==> config.mk <==
export PLATFORM = sky130hd
export DESIGN_NAME = alu_result_collector
export DESIGN_NICKNAME = d
export VERILOG_FILES = /design/src/rtl/alu_pkg.sv /design/src/rtl/alu_result_fifo.sv /design/src/rtl/alu_result_collector.sv
export SDC_FILE = /design/constraint.sdc
export NUM_CORES = 1
export LEC_CHECK = 0
export CAP_MARGIN = 25
export CORE_ASPECT_RATIO = 1.25
export CORE_UTILIZATION = 50
export DETAILED_ROUTE_END_ITERATION = 16
export PLACE_DENSITY_LB_ADDON = 0.08
export SYNTH_ARGS = -nofsm -noshare
export SYNTH_HDL_FRONTEND = slang
export SYNTH_HIERARCHICAL = 1
export SYNTH_SLANG_ARGS = --single-unit
==> constraint.sdc <==
create_clock -name Clk -period 2.8 [get_ports Clk]
set_input_delay 0.56 -clock Clk [delete_from_list [all_inputs] [get_ports Clk]]
set_output_delay 0.56 -clock Clk [all_outputs]
set_load 0.1 [all_outputs]
==> src/rtl/alu_pkg.sv <==
// Shared constants for the ALU result collector: source codes and entry sizing.
// Build with ALU_COLLECT_PARITY_EN defined to add a stored parity bit per entry.
package alu_pkg;

   localparam logic [1:0] SRC_ARITH = 2'b00;
   localparam logic [1:0] SRC_LOGIC = 2'b01;
   localparam logic [1:0] SRC_CMP   = 2'b10;
   localparam logic [1:0] SRC_SHIFT = 2'b11;

   localparam int ALU_WIDTH = 16;

   // Entry layout, MSB first: {src[1:0], data[WIDTH-1:0], carry[, parity]}
   function automatic int entry_width(input int width);
`ifdef ALU_COLLECT_PARITY_EN
      return width + 4;
`else
      return width + 3;
`endif
   endfunction

   localparam int ENTRY_WIDTH = entry_width(ALU_WIDTH);

endpackage

==> src/rtl/alu_result_fifo.sv <==
// Generic first-word-fall-through FIFO: head entry is visible whenever count is non-zero.
// Pointers wrap naturally (DEPTH is a power of two); occupancy is tracked by a separate count.
module alu_result_fifo #(
   parameter int  WIDTH = 19,
   parameter int  DEPTH = 4,
   localparam int AW    = $clog2(DEPTH),
   localparam int CW    = $clog2(DEPTH + 1)
) (
   input  logic             clk,
   input  logic             rst_n,
   input  logic             push,
   input  logic             pop,
   input  logic [WIDTH-1:0] wr_data,
   output logic [WIDTH-1:0] rd_data,
   output logic [CW-1:0]    count,
   output logic             full,
   output logic             empty
);

   logic [WIDTH-1:0] mem [DEPTH];
   logic [AW-1:0]    wr_ptr;
   logic [AW-1:0]    rd_ptr;
   logic             do_push;
   logic             do_pop;

   assign full    = (count == CW'(DEPTH));
   assign empty   = (count == '0);
   assign do_pop  = pop && !empty;
   // A pop in the same cycle frees the slot, so a full FIFO still accepts the push.
   assign do_push = push && (!full || do_pop);

   always_ff @(posedge clk or negedge rst_n) begin
      if (!rst_n) begin
         wr_ptr <= '0;
         rd_ptr <= '0;
         count  <= '0;
      end else begin
         if (do_push) wr_ptr <= wr_ptr + AW'(1);
         if (do_pop)  rd_ptr <= rd_ptr + AW'(1);
         count <= count + CW'(do_push) - CW'(do_pop);
      end
   end

   always_ff @(posedge clk) begin
      if (do_push) mem[wr_ptr] <= wr_data;
   end

   // Head is forced to zero when empty so outputs read as zero out of reset.
   assign rd_data = empty ? '0 : mem[rd_ptr];

endmodule

==> src/rtl/alu_result_collector.sv <==
// Collects single-source ALU results into a FWFT FIFO with overflow and multi-flag status.
// Optional: define ALU_COLLECT_PARITY_EN to add RES_PARITY (even parity over carry and data).
module alu_result_collector
   import alu_pkg::*;
#(
   parameter int  WIDTH = 16,
   parameter int  DEPTH = 4,
   localparam int CW    = $clog2(DEPTH + 1)
) (
   input  logic             Clk,
   input  logic             RST,
   input  logic [WIDTH-1:0] Arith_OUT,
   input  logic [WIDTH-1:0] Logic_OUT,
   input  logic [WIDTH-1:0] CMP_OUT,
   input  logic [WIDTH-1:0] SHIFT_OUT,
   input  logic             Carry_OUT,
   input  logic             Arith_Flag,
   input  logic             Logic_Flag,
   input  logic             CMP_Flag,
   input  logic             SHIFT_Flag,
   input  logic             OVF_CLR,
   input  logic             RES_READY,
   output logic             RES_VALID,
   output logic [WIDTH-1:0] RES_DATA,
   output logic             RES_CARRY,
   output logic [1:0]       RES_SRC,
   output logic [CW-1:0]    FIFO_COUNT,
   output logic             OVERFLOW,
`ifdef ALU_COLLECT_PARITY_EN
   output logic             RES_PARITY,
`endif
   output logic             ERR_MULTI
);

   localparam int EW = entry_width(WIDTH);

   logic [3:0]       flags;
   logic             one_flag;
   logic             multi_flag;
   logic [1:0]       sel_src;
   logic [WIDTH-1:0] sel_data;
   logic             sel_carry;
   logic [EW-1:0]    wr_entry;
   logic [EW-1:0]    head;
   logic             fifo_full;
   logic             fifo_empty;
   logic             pop;

   assign flags      = {SHIFT_Flag, CMP_Flag, Logic_Flag, Arith_Flag};
   assign one_flag   = (flags != 4'b0) && ((flags & (flags - 4'd1)) == 4'b0);
   assign multi_flag = (flags != 4'b0) && !one_flag;

   always_comb begin
      sel_src  = SRC_ARITH;
      sel_data = Arith_OUT;
      unique case (flags)
         4'b0010: begin sel_src = SRC_LOGIC; sel_data = Logic_OUT; end
         4'b0100: begin sel_src = SRC_CMP;   sel_data = CMP_OUT;   end
         4'b1000: begin sel_src = SRC_SHIFT; sel_data = SHIFT_OUT; end
         default: begin sel_src = SRC_ARITH; sel_data = Arith_OUT; end
      endcase
   end

   assign sel_carry = (sel_src == SRC_ARITH) ? Carry_OUT : 1'b0;

`ifdef ALU_COLLECT_PARITY_EN
   assign wr_entry = {sel_src, sel_data, sel_carry, ^{sel_carry, sel_data}};
`else
   assign wr_entry = {sel_src, sel_data, sel_carry};
`endif

   assign pop = RES_VALID && RES_READY;

   alu_result_fifo #(
      .WIDTH (EW),
      .DEPTH (DEPTH)
   ) u_fifo (
      .clk     (Clk),
      .rst_n   (RST),
      .push    (one_flag),
      .pop     (pop),
      .wr_data (wr_entry),
      .rd_data (head),
      .count   (FIFO_COUNT),
      .full    (fifo_full),
      .empty   (fifo_empty)
   );

   assign RES_VALID = !fifo_empty;
   assign RES_SRC   = head[EW-1 -: 2];
   assign RES_DATA  = head[EW-3 -: WIDTH];
   assign RES_CARRY = head[EW-3-WIDTH];
`ifdef ALU_COLLECT_PARITY_EN
   assign RES_PARITY = head[0];
`endif

   // Overflow set takes priority over a simultaneous clear.
   always_ff @(posedge Clk or negedge RST) begin
      if (!RST) begin
         OVERFLOW  <= 1'b0;
         ERR_MULTI <= 1'b0;
      end else begin
         ERR_MULTI <= multi_flag;
         if (one_flag && fifo_full && !pop) OVERFLOW <= 1'b1;
         else if (OVF_CLR)                  OVERFLOW <= 1'b0;
      end
   end

endmodule

==> flow_metrics.env <==
export IMPL_io_buffers=97
export IMPL_met2_usage_pct=40.81
export IMPL_vias=2545
export IMPL_worst_setup_path_type="in2reg"
export IMPL_setup_worst_path_start="SHIFT_Flag"
export IMPL_antenna_found_initial=0
export IMPL_ys_ff_latch=85
export IMPL_busiest_layer="met2"
export IMPL_die_x_um=82.13
export IMPL_grt_overflow=0
export IMPL_die_area_um2=8389
export IMPL_syn_mean_instance_area_um2=16.45
export IMPL_cp_data_arrival_time_ps=2800
export IMPL_most_common_layout_cells="edfxtp_1 (76), clkdlybuf4s50_1 (72), nor2b_1 (24), buf_12 (24), buf_4 (20)"
export IMPL_r2r_start="u_fifo/count[1]$_DFF_PN0_"
export IMPL_post_cts_resize_count=0
export IMPL_worst_slack_ps=260.1
export IMPL_min_path_type="in2async"
export IMPL_drt_pass1_iter_count=4
export IMPL_yosys_warnings=6
export IMPL_area_growth_pct=38.88
export IMPL_avgViaCountPerCell=5.606
export IMPL_insertion_delay_ps=340
export IMPL_hold_viol=0
export IMPL_max_stage_delay_ps=550
export IMPL_setup_viol=0
export IMPL_row_count=36
export IMPL_clockBufferDepth=2
export IMPL_grt_usage_pct=23.29
export IMPL_wl_per_cell_um=19.53
export IMPL_drc_errors=0
export IMPL_cts_buffers=9
export IMPL_grt_pass1_vias=2671
export IMPL_rr_worst_depth=9
export IMPL_slew_viol_final=0
export IMPL_diodes=0
export IMPL_final_common_cell="edfxtp_1"
export IMPL_finalCriticalPeriod_ps=2540
export IMPL_fin_crit_sh_pct=90.71
export IMPL_grt_pass1_wl_mm=13.52
export IMPL_crit_top_cell="xnor2_1"
export IMPL_synth_distinct_cells=37
export IMPL_cpMaxStageDelayCell="clkdlybuf4s50_1"
export IMPL_chipHeight_um=102.2
export IMPL_crit_path_max_fanout=4
export IMPL_startpoint_type="input pin"
export IMPL_syn_num_nets=323
export IMPL_status="complete, no violations"
export IMPL_path_depth=10
export IMPL_htreeDepth=3
export IMPL_cp_data_required_time_ps=3060
export IMPL_drive_gt1_share_pct=25.07
export IMPL_reg2reg_to="u_fifo/count[2]$_DFF_PN0_"
export IMPL_crit_end="u_fifo/count[2]$_DFF_PN0_"
export IMPL_post_route_util_pct=71.52
export IMPL_worst_pin_slew_ps=981.5
export IMPL_syn_area_um2=4013
export IMPL_use_met3_pct=4.643
export IMPL_fin_worst_skew_ps=3.896
export IMPL_seq_area_frac_synth_pct=62.49
export IMPL_ioPinCount=98
export IMPL_dp_hpwl_mm=6.244
export IMPL_fp_coreArea_um2=7792
export IMPL_cts_num_sinks=85
export IMPL_critPathTopFamily="adder cells"
export IMPL_rsz0062_at_grt="false"
export IMPL_cts_root_buf="clkbuf_8"
export IMPL_num_nets_final=435
export IMPL_worst_path_buf_inv=1
export IMPL_dp_worst_setup_slack_ps=-98.56
export IMPL_gp_congestion=0.7077
export IMPL_dp_cells=440
export IMPL_start_util_pct=51.49
export IMPL_maxCapViolCount=0
export IMPL_peakVddDrop_v=0.0008957
export IMPL_relSlewSlack_pct=34.40
export IMPL_grt_util_met1_pct=27.52
export IMPL_wirelength_mm=8.865
export IMPL_tns_ps=0
export IMPL_fin_area_um2=5573
export IMPL_cts_tree="built"
export IMPL_crit_chain="clkdlybuf4s50_1 > xor2_4 > o211ai_4 > nand2_1 > o21ai_0 > mux2i_1 > ha_1 > fa_1 > xnor2_1 > xnor2_1"
export IMPL_leakagePower_nw=2.019
export IMPL_final_cells=454
export IMPL_max_freq_mhz=393.7
export IMPL_path_clk_slew_ps=70
export IMPL_syn_inst=244
export IMPL_cp_end_kind="flop"
export IMPL_cts_hold_buffers=0
export IMPL_grt_max_degree=20
export IMPL_power_density_nw_per_um2=1161
export IMPL_cts_setup_buffers=0
export IMPL_drt_iter0_markers=115
export IMPL_reg2reg_slack_ps=460
export IMPL_place_area_um2=5403
export IMPL_drtAntennaViolNets=0
sequential cells by signal (all words and copies together), names as in the netlist:
signal         count
u_fifo/mem        76
u_fifo/count       3
u_fifo/rd_ptr      2
u_fifo/wr_ptr      2
ERR_MULTI          1
OVERFLOW           1
Yosys cell counts, drive strengths merged:
library cell	instances	area (µm²)
o21ai	4	23.77
o21a	2	22.52
maj3	1	10.01
clkbuf	6	22.52
ha	5	62.56
dfrtp	9	225.2
mux4	19	427.9
nand3	1	5.000
nor3b	1	7.510
inv	7	26.28
nor4b	2	30.03
edfxtp	76	2282
xor2	2	36.29
xnor2	4	35.03
mux2i	1	10.01
or2	1	6.260
buf	9	66.31
o211ai	1	21.27
or3b	1	8.760
nor2	5	18.77
a221o	16	160.2
mux2	1	15.01
a41oi	1	8.760
nand2b	2	12.51
a22o	16	140.1
nor3	2	10.01
nor2b	24	150.1
fa	1	20.02
and2	21	136.4
nand2	3	11.26
kinds of logic (layout without fill, tap and decap cells):
family / after synthesis / in the layout / share of synthesized area, %
mux: 21 / 21 / 11.29
buf+inv: 22 / 137 / 2.869
compound gates: 40 / 40 / 9.385
fa+ha+maj: 7 / 7 / 2.307
xor+xnor: 6 / 6 / 1.777
flops: 85 / 85 / 62.49
simple gates: 63 / 63 / 9.885
how the worst min path moves through the flow:
stage                                 start                            to  slack, ps  cells after the start
6_report                                RST          OVERFLOW$_DFFE_PN0P_        510                      1
3_5_place_dp      u_fifo/count[0]$_DFF_PN0_     u_fifo/count[0]$_DFF_PN0_        550                      1
2_1_floorplan                           RST           ERR_MULTI$_DFF_PN0_        260                      0
5_1_grt                                 RST          OVERFLOW$_DFFE_PN0P_        540                      1
3_3_place_gp   u_fifo/rd_ptr[0]$_DFFE_PN0N_  u_fifo/rd_ptr[0]$_DFFE_PN0N_        540                      1
4_1_cts                                 RST           ERR_MULTI$_DFF_PN0_        510                      1
per-stage QoR:
step	power [W]	hold slack [ps]
2_1_floorplan	0.004332	264.4
3_3_place_gp	0.005717	543.5
3_5_place_dp	0.005755	554.6
4_1_cts	0.006535	510.2
5_1_grt	0.006723	537.9
6_report	0.006473	505.7
routing by layer:
layer,part of all wire (%),vias up
met5,0,-
met4,1.4,0
met3,4.7,11
met2,55,71
met1,39,1276
li1,-,1187
power by group:
part           switching [W]  internal (W)  leakage [nW]
logic                0.00251       0.00149          1.13
clock network       0.000373      0.000399        0.0867
registers          0.0000880       0.00161         0.799
worst register-to-register path: cells and delay by family (launching register included):
family	cells	cell delay [ps]
AND/OR/NAND/NOR	2	480
AO/OA/AOI/OAI	1	240
buffers and inverters	1	110
adder cells (fa/ha/maj)	2	580
multiplexers	1	110
flip-flops	1	430
XOR/XNOR	2	310
area by class of cell:
type                    instances  area (µm²)
fillers                       538        2220
repair buffers                116        1351
multi-input cells             137        1395
well taps                      95       118.9
clock inverters                 3       38.79
flip-flops and latches         85        2511
inverters                       7       26.28
clock buffers                  11       131.4
Power figures use the tool's default switching activity.
